--- config.mk ---
export PLATFORM = sky130hd
export DESIGN_NAME = fb_write_arbiter
export DESIGN_NICKNAME = d
export VERILOG_FILES = /design/src/rtl/fb_pkg.sv /design/src/rtl/rr_arbiter.sv /design/src/rtl/fb_write_arbiter.sv
export SDC_FILE = /design/constraint.sdc
export NUM_CORES = 1
export LEC_CHECK = 0
export CAP_MARGIN = 20
export CORE_MARGIN = 3
export CORE_UTILIZATION = 36
export CTS_CLUSTER_DIAMETER = 80
export DETAILED_ROUTE_END_ITERATION = 6
export GPL_TIMING_DRIVEN = 1
export PLACE_DENSITY = 0.64
export SLEW_MARGIN = 20
export SYNTH_ARGS = -nofsm -noshare
export SYNTH_HDL_FRONTEND = slang
export SYNTH_SLANG_ARGS = --single-unit
--- constraint.sdc ---
create_clock -name clk_pix -period 9.26 [get_ports clk_pix]
set_input_delay 2.315 -clock clk_pix [delete_from_list [all_inputs] [get_ports clk_pix]]
set_output_delay 2.315 -clock clk_pix [all_outputs]
set_load 0.01 [all_outputs]
--- src/rtl/fb_pkg.sv ---
// Shared constants, pixel type and controller states for the framebuffer write arbiter.
// Geometry defaults describe a 640x480 active frame.
package fb_pkg;

    localparam int FB_WIDTH   = 640;
    localparam int FB_HEIGHT  = 480;
    localparam int FB_TOT_PIX = FB_WIDTH * FB_HEIGHT;
    localparam int FB_ADDR_W  = $clog2(FB_TOT_PIX);

    typedef logic [23:0] pixel_t;

    typedef enum logic {
        ARB   = 1'b0,
        CLEAR = 1'b1
    } state_t;

    // Index width that stays legal for a single requester.
    function automatic int idx_w(input int n);
        return (n > 1) ? $clog2(n) : 1;
    endfunction

endpackage

--- src/rtl/rr_arbiter.sv ---
// Round-robin grant: first requester at or after i_ptr+1 (mod NREQ) wins.
// Purely combinational; one-hot grant plus binary index.
module rr_arbiter
    import fb_pkg::*;
#(
    parameter  int NREQ  = 2,
    localparam int IDX_W = idx_w(NREQ)
) (
    input  logic [NREQ-1:0]  i_req,
    input  logic [IDX_W-1:0] i_ptr,
    output logic [NREQ-1:0]  o_gnt,
    output logic [IDX_W-1:0] o_idx,
    output logic             o_any
);

    logic [IDX_W-1:0] w_cand;

    always_comb begin
        o_gnt  = '0;
        o_idx  = '0;
        o_any  = 1'b0;
        w_cand = '0;
        for (int i = 1; i <= NREQ; i++) begin
            w_cand = IDX_W'((int'(i_ptr) + i) % NREQ);
            if (!o_any && i_req[w_cand]) begin
                o_gnt[w_cand] = 1'b1;
                o_idx         = w_cand;
                o_any         = 1'b1;
            end
        end
    end

endmodule

--- src/rtl/fb_write_arbiter.sv ---
// Shares the framebuffer write port between NREQ pixel requesters and a full-screen clear.
// Define FB_BLANK_WRITE_EN to restrict all writes to blanking time (de=0).
module fb_write_arbiter
    import fb_pkg::*;
#(
    parameter  int WIDTH   = FB_WIDTH,
    parameter  int HEIGHT  = FB_HEIGHT,
    parameter  int NREQ    = 2,
    localparam int TOT_PIX = WIDTH * HEIGHT,
    localparam int ADDR_W  = $clog2(TOT_PIX),
    localparam int IDX_W   = idx_w(NREQ)
) (
    input  logic                clk_pix,
    input  logic                rst,
    input  logic                de,
    input  logic [NREQ-1:0]     req_valid,
    output logic [NREQ-1:0]     req_ready,
    input  logic [NREQ*10-1:0]  req_x,
    input  logic [NREQ*10-1:0]  req_y,
    input  logic [NREQ*24-1:0]  req_data,
    input  logic                clear_start,
    input  logic [23:0]         clear_color,
    output logic                clear_busy,
    output logic                err_oob,
    output logic                fb_we,
    output logic [ADDR_W-1:0]   fb_addr,
    output logic [23:0]         fb_data
);

    localparam logic [10:0] X_LIM = 11'(WIDTH);
    localparam logic [10:0] Y_LIM = 11'(HEIGHT);

    logic [9:0] w_x [NREQ];
    logic [9:0] w_y [NREQ];
    pixel_t     w_d [NREQ];

    for (genvar gi = 0; gi < NREQ; gi++) begin : g_unpack
        assign w_x[gi] = req_x[gi*10 +: 10];
        assign w_y[gi] = req_y[gi*10 +: 10];
        assign w_d[gi] = req_data[gi*24 +: 24];
    end

    state_t             r_state, w_next;
    logic [IDX_W-1:0]   r_ptr;
    logic [ADDR_W-1:0]  r_cnt, w_cnt_next;
    pixel_t             r_color;
    logic               w_gate;

`ifdef FB_BLANK_WRITE_EN
    assign w_gate = ~de;
`else
    // de has no effect on the ungated build.
    assign w_gate = de | 1'b1;
`endif

    logic [NREQ-1:0]  w_arb_req, w_gnt;
    logic [IDX_W-1:0] w_idx;
    logic             w_any;

    assign w_arb_req = (r_state == ARB && w_gate && !clear_start) ? req_valid : '0;

    rr_arbiter #(.NREQ(NREQ)) u_rr (
        .i_req (w_arb_req),
        .i_ptr (r_ptr),
        .o_gnt (w_gnt),
        .o_idx (w_idx),
        .o_any (w_any)
    );

    assign req_ready = w_gnt;

    logic [9:0]        w_sel_x, w_sel_y;
    pixel_t            w_sel_d;
    logic              w_oob, w_req_wr;
    logic [ADDR_W-1:0] w_lin;

    assign w_sel_x  = w_x[w_idx];
    assign w_sel_y  = w_y[w_idx];
    assign w_sel_d  = w_d[w_idx];
    assign w_oob    = ({1'b0, w_sel_x} >= X_LIM) || ({1'b0, w_sel_y} >= Y_LIM);
    assign w_req_wr = w_any && !w_oob;
    assign w_lin    = ADDR_W'(32'(w_sel_y) * WIDTH + 32'(w_sel_x));

    // A clear's first pixel goes out on the same edge that accepts clear_start.
    logic              w_start, w_clr_wr, w_clr_last;
    logic [ADDR_W-1:0] w_clr_addr;
    pixel_t            w_clr_data;

    assign w_start    = (r_state == ARB) && clear_start;
    assign w_clr_wr   = w_gate && (w_start || r_state == CLEAR);
    assign w_clr_addr = (r_state == ARB) ? '0 : r_cnt;
    assign w_clr_data = (r_state == ARB) ? clear_color : r_color;
    assign w_clr_last = (w_clr_addr == ADDR_W'(TOT_PIX - 1));

    always_comb begin
        w_next     = r_state;
        w_cnt_next = r_cnt;
        case (r_state)
            ARB: begin
                if (clear_start) begin
                    w_next     = CLEAR;
                    w_cnt_next = w_gate ? ADDR_W'(1) : '0;
                end
            end
            CLEAR: begin
                if (w_gate) begin
                    if (w_clr_last) begin
                        w_next     = ARB;
                        w_cnt_next = '0;
                    end else begin
                        w_cnt_next = r_cnt + ADDR_W'(1);
                    end
                end
            end
            default: w_next = ARB;
        endcase
    end

    always_ff @(posedge clk_pix or negedge rst) begin
        if (!rst) begin
            r_state <= ARB;
            r_cnt   <= '0;
            r_ptr   <= IDX_W'(NREQ - 1);
            r_color <= '0;
        end else begin
            r_state <= w_next;
            r_cnt   <= w_cnt_next;
            if (w_any)   r_ptr   <= w_idx;
            if (w_start) r_color <= clear_color;
        end
    end

    always_ff @(posedge clk_pix or negedge rst) begin
        if (!rst) begin
            fb_we      <= 1'b0;
            fb_addr    <= '0;
            fb_data    <= '0;
            err_oob    <= 1'b0;
            clear_busy <= 1'b0;
        end else begin
            fb_we      <= w_clr_wr | w_req_wr;
            err_oob    <= w_any & w_oob;
            clear_busy <= w_clr_wr | (w_next == CLEAR);
            if (w_clr_wr) begin
                fb_addr <= w_clr_addr;
                fb_data <= w_clr_data;
            end else if (w_req_wr) begin
                fb_addr <= w_lin;
                fb_data <= w_sel_d;
            end
        end
    end

endmodule

After elaboration in Yosys (flattened, before gate mapping). Cells that the tools add are included.

Bits in registers: 91. Bits of input ports: 118. Output and inout port bits: 48.

Add/sub/neg operators: 4. Multipliers: 1. Magnitude comparators: 7. Eq/ne operators: 2. Mux-type cells: 36. Bitwise operators: 6. Reductions and logical operators: 12.

Operators with widths (number): two-way mux 24 bit (6); two-way mux 19 bit (5); two-way mux 10 bit (6); one-hot mux 19 bit (2 select lines) (1); adder 19 x 1 -> 19 bit (second input constant) (1); adder 19 x 10 -> 19 bit (1); equality test 19 bit (second input constant) (1); multiplier 10 x 3 -> 12 bit (second input constant) (1); two-way mux 1 bit (12); >= comparator 10 bit (second input constant) (1); >= comparator 10 x 9 -> 1 bit (second input constant) (1); logical AND 1 bit (6); two-way mux 2 bit (3); less-than comparator 1 x 2 -> 1 bit (second input constant) (2); zero test 1 bit (3); adder 1 bit (second input constant) (2); demux 1 bit (select 1 bit) (2); >= comparator 1 bit (second input constant) (2); >= comparator 2 bit (second input constant) (1); logical OR 1 bit (2); inequality test 2 bit (second input constant) (1); inverter 1 -> 2 bit (1); OR 1 bit (2); OR 2 bit (1); 4 further kinds (4).

Depth between registers and ports, before layout. Gate-level depths: netlist of run 1.

Depth after elaboration: 19. Depth in mapped cells: 18. Mapped depth without buffers: 15.

Cells and area by module. From an unflattened synthesis of run 1, not the netlist that was laid out.

Cell total of the unflattened synthesis: 607. Area, all modules: 5484.0 um2.

Modules (own cells, without submodules): fb_write_arbiter (times used 1, cells an instance 602, area an instance 5451.5 um2); rr_arbiter (times used 1, cells an instance 5, area an instance 32.5 um2).

Worst setup path before layout of run 1. No wires, ideal clock.

Kind: input port to flip-flop. Start: input clear_start. End: register fb_addr[18]. Setup time: 0.073 ns. Arrival: 6.016 ns. Data required time: 9.187 ns. Path slack: 3.171 ns. Cell stages on the path: 18. Path buffers: 3. Cell sequence: buf_2 > nor2_4 > nand3_2 > inv_2 > clkbuf_1 > buf_1 > nand2_1 > nand2_1 > ha_1 > ha_1 > fa_1 > xor2_2 > nand2_2 > nor4_4 > nand4_2 > a211oi_2 > xnor3_1 > a21oi_2.

Word-level cells in the longest chain between the ends: 18. Elaborated cells on any way between the ends: 32.

RTL lines: start, declared (line fb_write_arbiter.sv:21) `input logic clear_start,`; branches (longest 18 deep; another with two-way mux 10 bit); end signal, assigned (line fb_write_arbiter.sv:145) `fb_addr <= w_clr_addr;`; end signal, assigned (line fb_write_arbiter.sv:148) `fb_addr <= w_lin;`; end, declared (line fb_write_arbiter.sv:26) `output logic [ADDR_W-1:0] fb_addr,`.

Parallel ways; which one is timed is not known. The select of a mux whose other input is x is not followed. A chain may end at the register's enable or synchronous reset.

Final worst setup path of run 1.
Start: input req_valid[0]. End: output req_ready[1].

Word-level cells in the longest chain between the ends: 7. Elaborated cells on any way between the ends: 11.

RTL lines: start, declared (line fb_write_arbiter.sv:16) `input logic [NREQ-1:0] req_valid,`; two-way mux 2 bit * (line fb_write_arbiter.sv:60) `assign w_arb_req = (r_state == ARB && w_gate && !clear_start) ? req_valid : '0;`; two-way mux 1 bit (not written as such) (2 in series) (line rr_arbiter.sv:25) `if (!o_any && i_req[w_cand]) begin`; two-way mux 1 bit (line rr_arbiter.sv:25); zero test 1 bit (line rr_arbiter.sv:25); logical AND 1 bit (line rr_arbiter.sv:25); two-way mux 2 bit * (line rr_arbiter.sv:25); end, declared (line fb_write_arbiter.sv:17) `output logic [NREQ-1:0] req_ready,`.

Mark *: on every way between the ends. The rest lies on a longest branch, timed or not. The select of a mux whose other input is x is not followed.

==> results of run 1 <==
[state kept, by name, indices dropped and copies added (netlist names)]
name	cells
clear_busy	1
err_oob	1
fb_addr	19
fb_data	24
fb_we	1
r_cnt	19
r_color	24
r_ptr	1
r_state	1
[per-stage QoR]
stage                     std cells  util, %  setup WS, ns  cell area (sq um)
after floorplan                 661        -          3.17               5530
after global placement          973     49.3          2.10               7280
after detailed placement        973     49.3          2.01               7280
after CTS                       989     51.3          2.11               7570
after global routing            989     51.4          1.98               7580
final                           989     51.4          2.14               7580
[kinds of logic after synthesis]
kind of cell / Yosys count
DFF: 91
buffers and inverters: 69
adders and majority gates: 16
and+or+nand+nor: 217
xor gates and xnor gates: 26
muxes: 21
AOI/OAI and AO/OA: 221
[critical path, stage by stage]
cell and delay, ns:
clkdlybuf4s50_1 0.47, nand2_1 0.11, nand3_2 0.07, buf_4 0.30, inv_2 0.80, clkdlybuf4s50_1 0.71
[power by group through the flow]
stage / Combinational, W / Sequential (W) / Clock (W)
2_1_floorplan: 0.000148 / 0.000522 / 0
3_3_place_gp: 0.000310 / 0.000517 / 0
3_5_place_dp: 0.000316 / 0.000521 / 0
4_1_cts: 0.000319 / 0.000514 / 0.000378
5_1_grt: 0.000348 / 0.000525 / 0.000396
6_report: 0.000316 / 0.000515 / 0.000368
[worst paths after layout]
path,to,slack [ns]
setup / recovery,req_ready[1],2.14
hold / removal,r_ptr,0.47
setup reg to reg,fb_addr[18],4.39
hold reg to reg,r_ptr,0.47
max in group asynchronous,r_state,6.16
min in group asynchronous,r_color[13],1.98
[per-layer routing]
metal	GRT usage [%]	vias up	wire, um
met5	0	-	0
li1	-	2589	-
met2	34.7	130	8500
met4	3.73	0	150
met1	26.0	2602	7320
met3	4.30	9	900
[cells in the final DEF, fill, tap and decap left out, types with 15 or more instances in the layout]
cell and n:
a211o_1 15, a211oi_1 17, a21oi_1 89, a22oi_1 15
clkdlybuf4s50_1 162, dfrtp_1 89, inv_1 25, nand2_1 115
nor2_1 54, o21ai_0 43
[area by class of cell]
class                      instances  area share, %
clock inverter                     7          0.908
inverter                          26           1.29
clock buffer                       9           2.97
multi-input combinational        501           39.5
timing repair buffer             171           22.3
tap                              184           3.04
sequential                        91           30.1
[Yosys cell counts (15+ instances only)]
cell	n	area, sq um
nor2_1	54	203
a21oi_1	89	445
o21ai_0	43	215
a22oi_1	15	113
clkbuf_1	32	120
inv_1	25	93.8
nand2_1	115	432
a211o_1	15	131
dfrtp_1	90	2250
a211oi_1	17	128
==> metrics.yaml, run 1 <==
timing:
  setup_viol: 0
  drv_slew: 0
  tns_ns: 0
  relSlewSlack_pct: 31.9
  min_period_ns: 7.12
  tightest_slew_ns: 1.02
  post-route-period-util_pct: 76.9
  fin_hold_ws_ns: 0.468
  finalClockSkew_ns: 0.00561
  fmax_mhz: 140
  hold_viol_final: 0
  grt_setup_unrepaired: "false"
pwr:
  internal-power_w: 0.000846
  power_w: 0.00120
  ir_drop_uv: 97.2
  p_clk_share_pct: 30.7
  switching_power_w: 0.000352
  leakage_nw: 3.27
  p_seq_share_pct: 43.0
  comb_power_share_pct: 26.3
  swShare_pct: 29.4
  powerDensity_nw_per_um2: 158
setup_path:
  arrival_ns: 4.81
  start_kind: "primary input"
  timing.rr.start: "r_state"
  critical_path_required_ns: 6.95
  startpoint: "req_valid[0]"
  worstPathMaxFanout: 52
  endpoint_kind: "primary output"
  r2r_cells: 16
  criticalPathCategory: "in -> out"
clocking:
  htreeDepth: 3
  post_cts_buffers: 0
  postCtsHoldBufs: 0
  clk_latency_ns: 0.35
  postCtsResizedCells: 0
  cts.clk_slew.worst_paths_ns: 0.07
  cts_tree: "built"
  numCtsBuffers: 9
  cts.sinks: 91
  root_buffer: "clkbuf_16"
  cts_max_path_buffers: 2
drt:
  vias: 5330
  drc: 0
  wl_mm: 16.9
  drt_iter0_drc: 316
  firstDrtPassIters: 4
  via_per_inst: 5.39
  wire_per_inst_um: 17.1
  ant_nets: 0
cells_and_area:
  area_delta_synth_final_pct: 37.0
  fillers: 1362
  seqCellArea_sq_um: 2280
  antenna_cells: 0
  drive_above_1_share_pct: 6.34
  final_nets: 934
  multi_input_area_sq_um: 2990
logic_synthesis:
  synth-main-ff-cell: "dfrtp_1"
  async_reset_ff_share_pct: 100
  synth_edf_count: 0
  synth_xor_area_share_pct: 4.64
  synth_cells: 661
  ys_types: 50
  synth.mux.area_fraction_pct: 4.03
  ys_seq_area_share_pct: 41.2
  ys_ff_latch: 91
  syn_avg_cell_area_sq_um: 8.37
  synth-simple-area-share_pct: 17.2
  synth_compound_area_share_pct: 24.1
  netlist_area_sq_um: 5530
  syn-num-nets: 795
  synth_top_family_by_area: "compound AO/OA/AOI/OAI gates"
  synth_fa_ha_area_share_pct: 3.89
  synth_warnings: 0
floorplan:
  start_util_pct: 37.5
  die_y_um: 130
  rows: 44
  core_area_sq_um: 14800
  die_w_um: 130
  dieArea_sq_um: 16900
  ios: 166
grt:
  grt_max_degree: 75
  grt_overflow: 0
  antenna_found_initial: 0
  first_global_vias: 5413
  grt_use_total_pct: 20.0
  grt_pass1_wl_mm: 27.1
flow_run:
  maxCapViolations: 0
worst_hold_path:
  hp-start: "r_ptr"
  hold_depth: 2
  hold_class: "reg -> reg"
placement:
  hpwl_mm: 11.6
  place.gp.congestion: 0.791
  port_buffers: 164
status:
  status: "complete, no violations"
Note: power is estimated with default switching activity, not from simulation.
==> run 2, diff against run 1 <==
--- a/config.mk
+++ b/config.mk
@@ -11,7 +11,7 @@
 export CTS_CLUSTER_DIAMETER = 80
 export DETAILED_ROUTE_END_ITERATION = 6
 export GPL_TIMING_DRIVEN = 1
-export PLACE_DENSITY = 0.64
+export PLACE_DENSITY = 0.66
 export SLEW_MARGIN = 20
 export SYNTH_ARGS = -nofsm -noshare
 export SYNTH_HDL_FRONTEND = slang
==> constraint.sdc (replaced) <==
create_clock -name clk_pix -period 5.74 [get_ports clk_pix]
set_input_delay 1.435 -clock clk_pix [delete_from_list [all_inputs] [get_ports clk_pix]]
set_output_delay 1.435 -clock clk_pix [all_outputs]
set_load 0.01 [all_outputs]
==> run 2 against run 1 <==
  * Sequential share of layout area decreased by 0.28 points
  * Clock-buffer cell count rose by 1
  * Final area rose by 0.94%
  * Clock skew up 0.0010 ns
  * Largest cell class unchanged
  * Routed wire length down 2.6%
==> metrics.yaml, run 2 (same netlist as run 1, synthesis figures left out) <==
cells_and_area:
  final_nets: 935
  fillers: 1397
  area_delta_synth_final_pct: 38.3
  drive_above_1_share_pct: 6.45
  stdcell_area_sq_um: 7650
  final_cell_mix: "clkdlybuf4s50_1, nand2_1, a21oi_1, dfrtp_1, nor2_1"
  top_regs: "fb_data (24), r_color (24)"
  fin_cells: 990
  antenna_cells: 0
  final_common_cell: "clkdlybuf4s50_1"
clocking:
  root_buffer: "clkbuf_16"
  numCtsBuffers: 9
  cts.clk_slew.worst_paths_ns: 0.07
  cts.sinks: 91
  cts_tree: "built"
  postCtsHoldBufs: 0
  cts_max_path_buffers: 2
  htreeDepth: 3
  post_cts_buffers: 0
  clk_latency_ns: 0.34
  postCtsResizedCells: 0
setup_path:
  worstPathMaxFanout: 10
  cp_slowest_stage_delay_ns: 0.55
  start_kind: "primary input"
  arrival_ns: 5.22
  endpoint_kind: "flip-flop"
  criticalPathCategory: "in -> reg"
  cp_common_cell: "ha_1"
  path_cells: "clkdlybuf4s50_1 -> nand3_2 -> inv_2 -> mux2i_1 -> inv_1 -> ha_1 -> ha_1 -> fa_1 -> xor2_2 -> nand2_2 -> nor4_4 -> nand4_2 -> a211oi_2 -> xnor3_1 -> a21oi_2"
  critical_path_required_ns: 6.01
  slowest_stage: "clkdlybuf4s50_1"
drt:
  firstDrtPassIters: 7
  ant_nets: 0
  wl_mm: 16.4
  met2_length_mm: 7.95
  vias: 5397
  wire_per_inst_um: 16.6
  drc: 0
  via_per_inst: 5.45
  met3_length_um: 910
  routed.top_layer: "met4"
  met1_length_mm: 7.33
  drt_iter0_drc: 343
timing:
  relSlewSlack_pct: 48.0
  fmax_mhz: 202
  drv_slew: 0
  post-route-period-util_pct: 86.3
  tns_ns: 0
  tightest_slew_ns: 0.780
  grt_setup_unrepaired: "false"
  hold_viol_final: 0
  finalClockSkew_ns: 0.00661
  fin_hold_ws_ns: 0.490
  setup_viol: 0
  min_period_ns: 4.95
status:
  status: "complete, no violations"
flow_run:
  maxCapViolations: 0
placement:
  port_buffers: 164
  detailed_place.area_sq_um: 7290
  hpwl_mm: 11.5
  place.gp.congestion: 0.829
  dp_cells: 974
floorplan:
  die_y_um: 130
  dieArea_sq_um: 16900
  start_util_pct: 37.5
  core_area_sq_um: 14800
  ios: 166
  rows: 44
  die_w_um: 130
grt:
  grt_pass1_wl_mm: 26.3
  grt_use_total_pct: 19.3
  antenna_found_initial: 0
  grt_max_degree: 75
  grt_overflow: 0
  first_global_vias: 5361
pwr:
  power_w: 0.00205
  ir_drop_uv: 178
  powerDensity_nw_per_um2: 267
  leakage_nw: 3.31
worst_hold_path:
  hold_class: "reg -> reg"
[run 2: changes by cell type in the layout (fill, tap and decap cells not counted), sizes merged]
cell	change
clkinv	-4
bufinv	+2
buf	+1
clkbuf	+1
clkinvlp	-2
inv	+3
[run 2: routing by layer]
| layer | vias up | global-route usage, % |
|---|---|---|
| met1 | 2612 | 25.4 |
| met2 | 171 | 32.1 |
| met5 | - | 0 |
| met4 | 0 | 6.66 |
| li1 | 2590 | - |
| met3 | 24 | 3.36 |
[run 2: final timing paths]
path	start	slack, ns	endpoint	cells past startpoint
worst max-delay path	req_valid[1]	0.79	fb_addr[18]	15
worst min-delay path	r_ptr	0.49	r_ptr	2
worst min register to register	r_ptr	0.49	r_ptr	2
worst max register to register	r_state	1.88	fb_addr[18]	15
max in group asynchronous	rst	3.57	r_state	2
min in group asynchronous	rst	1.08	fb_data[15]	1
[run 2: final cells by class]
cell class	instances	area [sq um]	area share, %
Inverter	26	97.6	1.28
Clock buffer	10	239	3.12
Sequential cell	91	2280	29.8
Timing Repair Buffer	172	1690	22.1
Tap cell	184	230	3.01
Clock inverter	6	119	1.55
Multi-Input combinational cell	501	2990	39.1
[run 2: metrics by stage]
step / util (%) / setup WS [ns]
detailed placement: 49.4 / 0.444
global route: 51.8 / 0.567
floorplan: - / 0.531
finish: 51.8 / 0.786
global placement: 49.4 / 0.519
CTS: 51.8 / 0.780
[run 2: where the power goes]
part / internal, W / switching, W / total (W) / leakage, nW
Combinational: 0.000287 / 0.000222 / 0.000509 / 2.00
Sequential: 0.000743 / 0.0000861 / 0.000829 / 1.14
Clock: 0.000444 / 0.000264 / 0.000708 / 0.176
[run 2: critical path, delay by kind of cell]
| kind | cells | cell delay, ns |
|---|---|---|
| compound gates | 2 | 0.40 |
| mux | 1 | 0.34 |
| fa+ha+maj | 3 | 1.01 |
| xor+xnor | 2 | 0.50 |
| buf+inv | 3 | 0.82 |
| simple gates | 4 | 0.71 |
==> run 3, diff against run 2 <==
--- a/config.mk
+++ b/config.mk
@@ -7,11 +7,11 @@
 export LEC_CHECK = 0
 export CAP_MARGIN = 20
 export CORE_MARGIN = 3
-export CORE_UTILIZATION = 36
+export CORE_UTILIZATION = 43
 export CTS_CLUSTER_DIAMETER = 80
 export DETAILED_ROUTE_END_ITERATION = 6
 export GPL_TIMING_DRIVEN = 1
-export PLACE_DENSITY = 0.66
+export PLACE_DENSITY = 0.77
 export SLEW_MARGIN = 20
 export SYNTH_ARGS = -nofsm -noshare
 export SYNTH_HDL_FRONTEND = slang
==> run 3 against run 2 <==
  * Global-route usage increased by 3.7 points
  * Setup slack got worse by 0.16 ns
  * Clock skew grew 0.0023 ns
  * Clock power down 10%
  * First-iteration DRC count increased by 39%
==> metrics.yaml, run 3 (same netlist as run 1, synthesis figures left out) <==
status:
  status: "complete, no violations"
clocking:
  htreeDepth: 3
  postCtsResizedCells: 0
  numCtsBuffers: 9
  cts.clk_slew.worst_paths_ns: 0.07
  root_buffer: "clkbuf_16"
  cts_max_path_buffers: 2
  cts_tree: "built"
  cts.sinks: 91
  postCtsHoldBufs: 0
  post_cts_buffers: 0
  clk_latency_ns: 0.34
cells_and_area:
  final_cell_mix: "clkdlybuf4s50_1, nand2_1, a21oi_1, dfrtp_1, nor2_1"
  fillers: 1062
  area_delta_synth_final_pct: 37.2
  utilization_pct: 61.6
  final_nets: 935
  top_regs: "fb_data (24), r_color (24)"
  drive_above_1_share_pct: 6.20
  antenna_cells: 0
  final_common_cell: "clkdlybuf4s50_1"
floorplan:
  start_util_pct: 44.9
  core_area_sq_um: 12300
  die_w_um: 119
  dieArea_sq_um: 14300
  die_y_um: 119
  ios: 166
  rows: 40
timing:
  hold_viol_final: 0
  min_period_ns: 5.12
  setup_viol: 0
  drv_slew: 0
  post-route-period-util_pct: 89.2
  grt_setup_unrepaired: "false"
  fin_hold_ws_ns: 0.474
  relSlewSlack_pct: 48.4
  tightest_slew_ns: 0.774
  tns_ns: 0
  finalClockSkew_ns: 0.00893
  fmax_mhz: 195
setup_path:
  criticalPathCategory: "in -> reg"
  cp_common_cell: "nand2_1"
  critical_path_required_ns: 6.01
  endpoint_kind: "flip-flop"
  path_cells: "clkdlybuf4s50_1 -> nand2_1 -> nand3_2 -> buf_4 -> nand2_1 -> nand2_1 -> ha_1 -> ha_1 -> fa_1 -> xor2_2 -> nand2_2 -> nor4_4 -> nand4_2 -> a211oi_2 -> xnor3_1 -> a21oi_2"
  worstPathMaxFanout: 43
  path_delay_family: "simple AND/OR/NAND/NOR gates"
  cp_num_buf_inv: 2
  start_kind: "primary input"
  slowest_stage: "clkdlybuf4s50_1"
  cp_slowest_stage_delay_ns: 0.54
  arrival_ns: 5.39
placement:
  hpwl_mm: 11.4
  place.gp.congestion: 0.863
  port_buffers: 164
drt:
  wire_per_inst_um: 17.0
  ant_nets: 0
  drt_iter0_drc: 478
  via_per_inst: 5.52
  drc: 0
  vias: 5374
  firstDrtPassIters: 6
  wl_mm: 16.5
grt:
  grt_use_total_pct: 22.9
  grt_max_degree: 75
  antenna_found_initial: 0
  grtUsageMet3_pct: 4.23
  grtUsageMet1_pct: 29.4
  first_global_vias: 5414
  grt-busiest-layer: "met2"
  grt_overflow: 0
  met2_usage_pct: 38.6
  grt_pass1_wl_mm: 26.6
pwr:
  ir_drop_uv: 173
  powerDensity_nw_per_um2: 261
  leakage_nw: 3.29
worst_hold_path:
  hold_class: "reg -> reg"
flow_run:
  maxCapViolations: 0
## run 3: cell types whose count changed in the layout (fill, tap and decap cells not counted), sizes merged
| cell | previous run | this run |
|---|---|---|
| inv | 29 | 27 |
| bufinv | 3 | 2 |
| clkbuf | 10 | 11 |
| clkinv | 0 | 1 |
| clkinvlp | 0 | 1 |
## run 3: final cells by class
type                            instances  area (sq um)  share of cell area, %
Multi-Input combinational cell        501          2990                   39.4
Sequential cell                        91          2280                   30.0
Timing Repair Buffer                  172          1690                   22.3
Clock buffer                           11           233                   3.07
Tap cell                              168           210                   2.77
Inverter                               26          97.6                   1.29
Clock inverter                          5          85.1                   1.12
## run 3: tightest hold or removal path, cell delays in order, from the launching register on
cell and delay, ns:
dfstp_2 0.37, nand2_1 0.05, nand2_1 0.05
## run 3: final timing paths
path                               end  slack [ns]    startpoint  cells past startpoint
min                              r_ptr        0.47         r_ptr                      2
max in group asynchronous   fb_data[8]        3.59           rst                      2
min reg2reg                      r_ptr        0.47         r_ptr                      2
min in group asynchronous  fb_data[13]        1.10           rst                      1
max                        fb_addr[18]        0.62  req_valid[0]                     16
max reg2reg                fb_addr[18]        1.75         r_ptr                     15
## run 3: routing by layer
layer | vias to the layer above | share of wire [%]
li1 | 2591 | -
met1 | 2561 | 43
met3 | 30 | 6.1
met2 | 192 | 49
met5 | - | 0
met4 | 0 | 2.2
## run 3: through the flow
stage | power (W) | cells | setup WS [ns] | instance area, sq um
3_3_place_gp | 0.00133 | 958 | 0.407 | 7270
3_5_place_dp | 0.00135 | 958 | 0.291 | 7270
6_report | 0.00198 | 974 | 0.621 | 7590
4_1_cts | 0.00199 | 974 | 0.633 | 7580
5_1_grt | 0.00207 | 974 | 0.320 | 7590
2_1_floorplan | 0.00108 | 661 | 0.531 | 5530
## run 3: power breakdown
part	total, W	switching (W)	internal, W	leakage [nW]
registers	0.000833	0.0000900	0.000743	1.14
logic	0.000511	0.000224	0.000287	2.00
clock network	0.000637	0.000252	0.000384	0.150
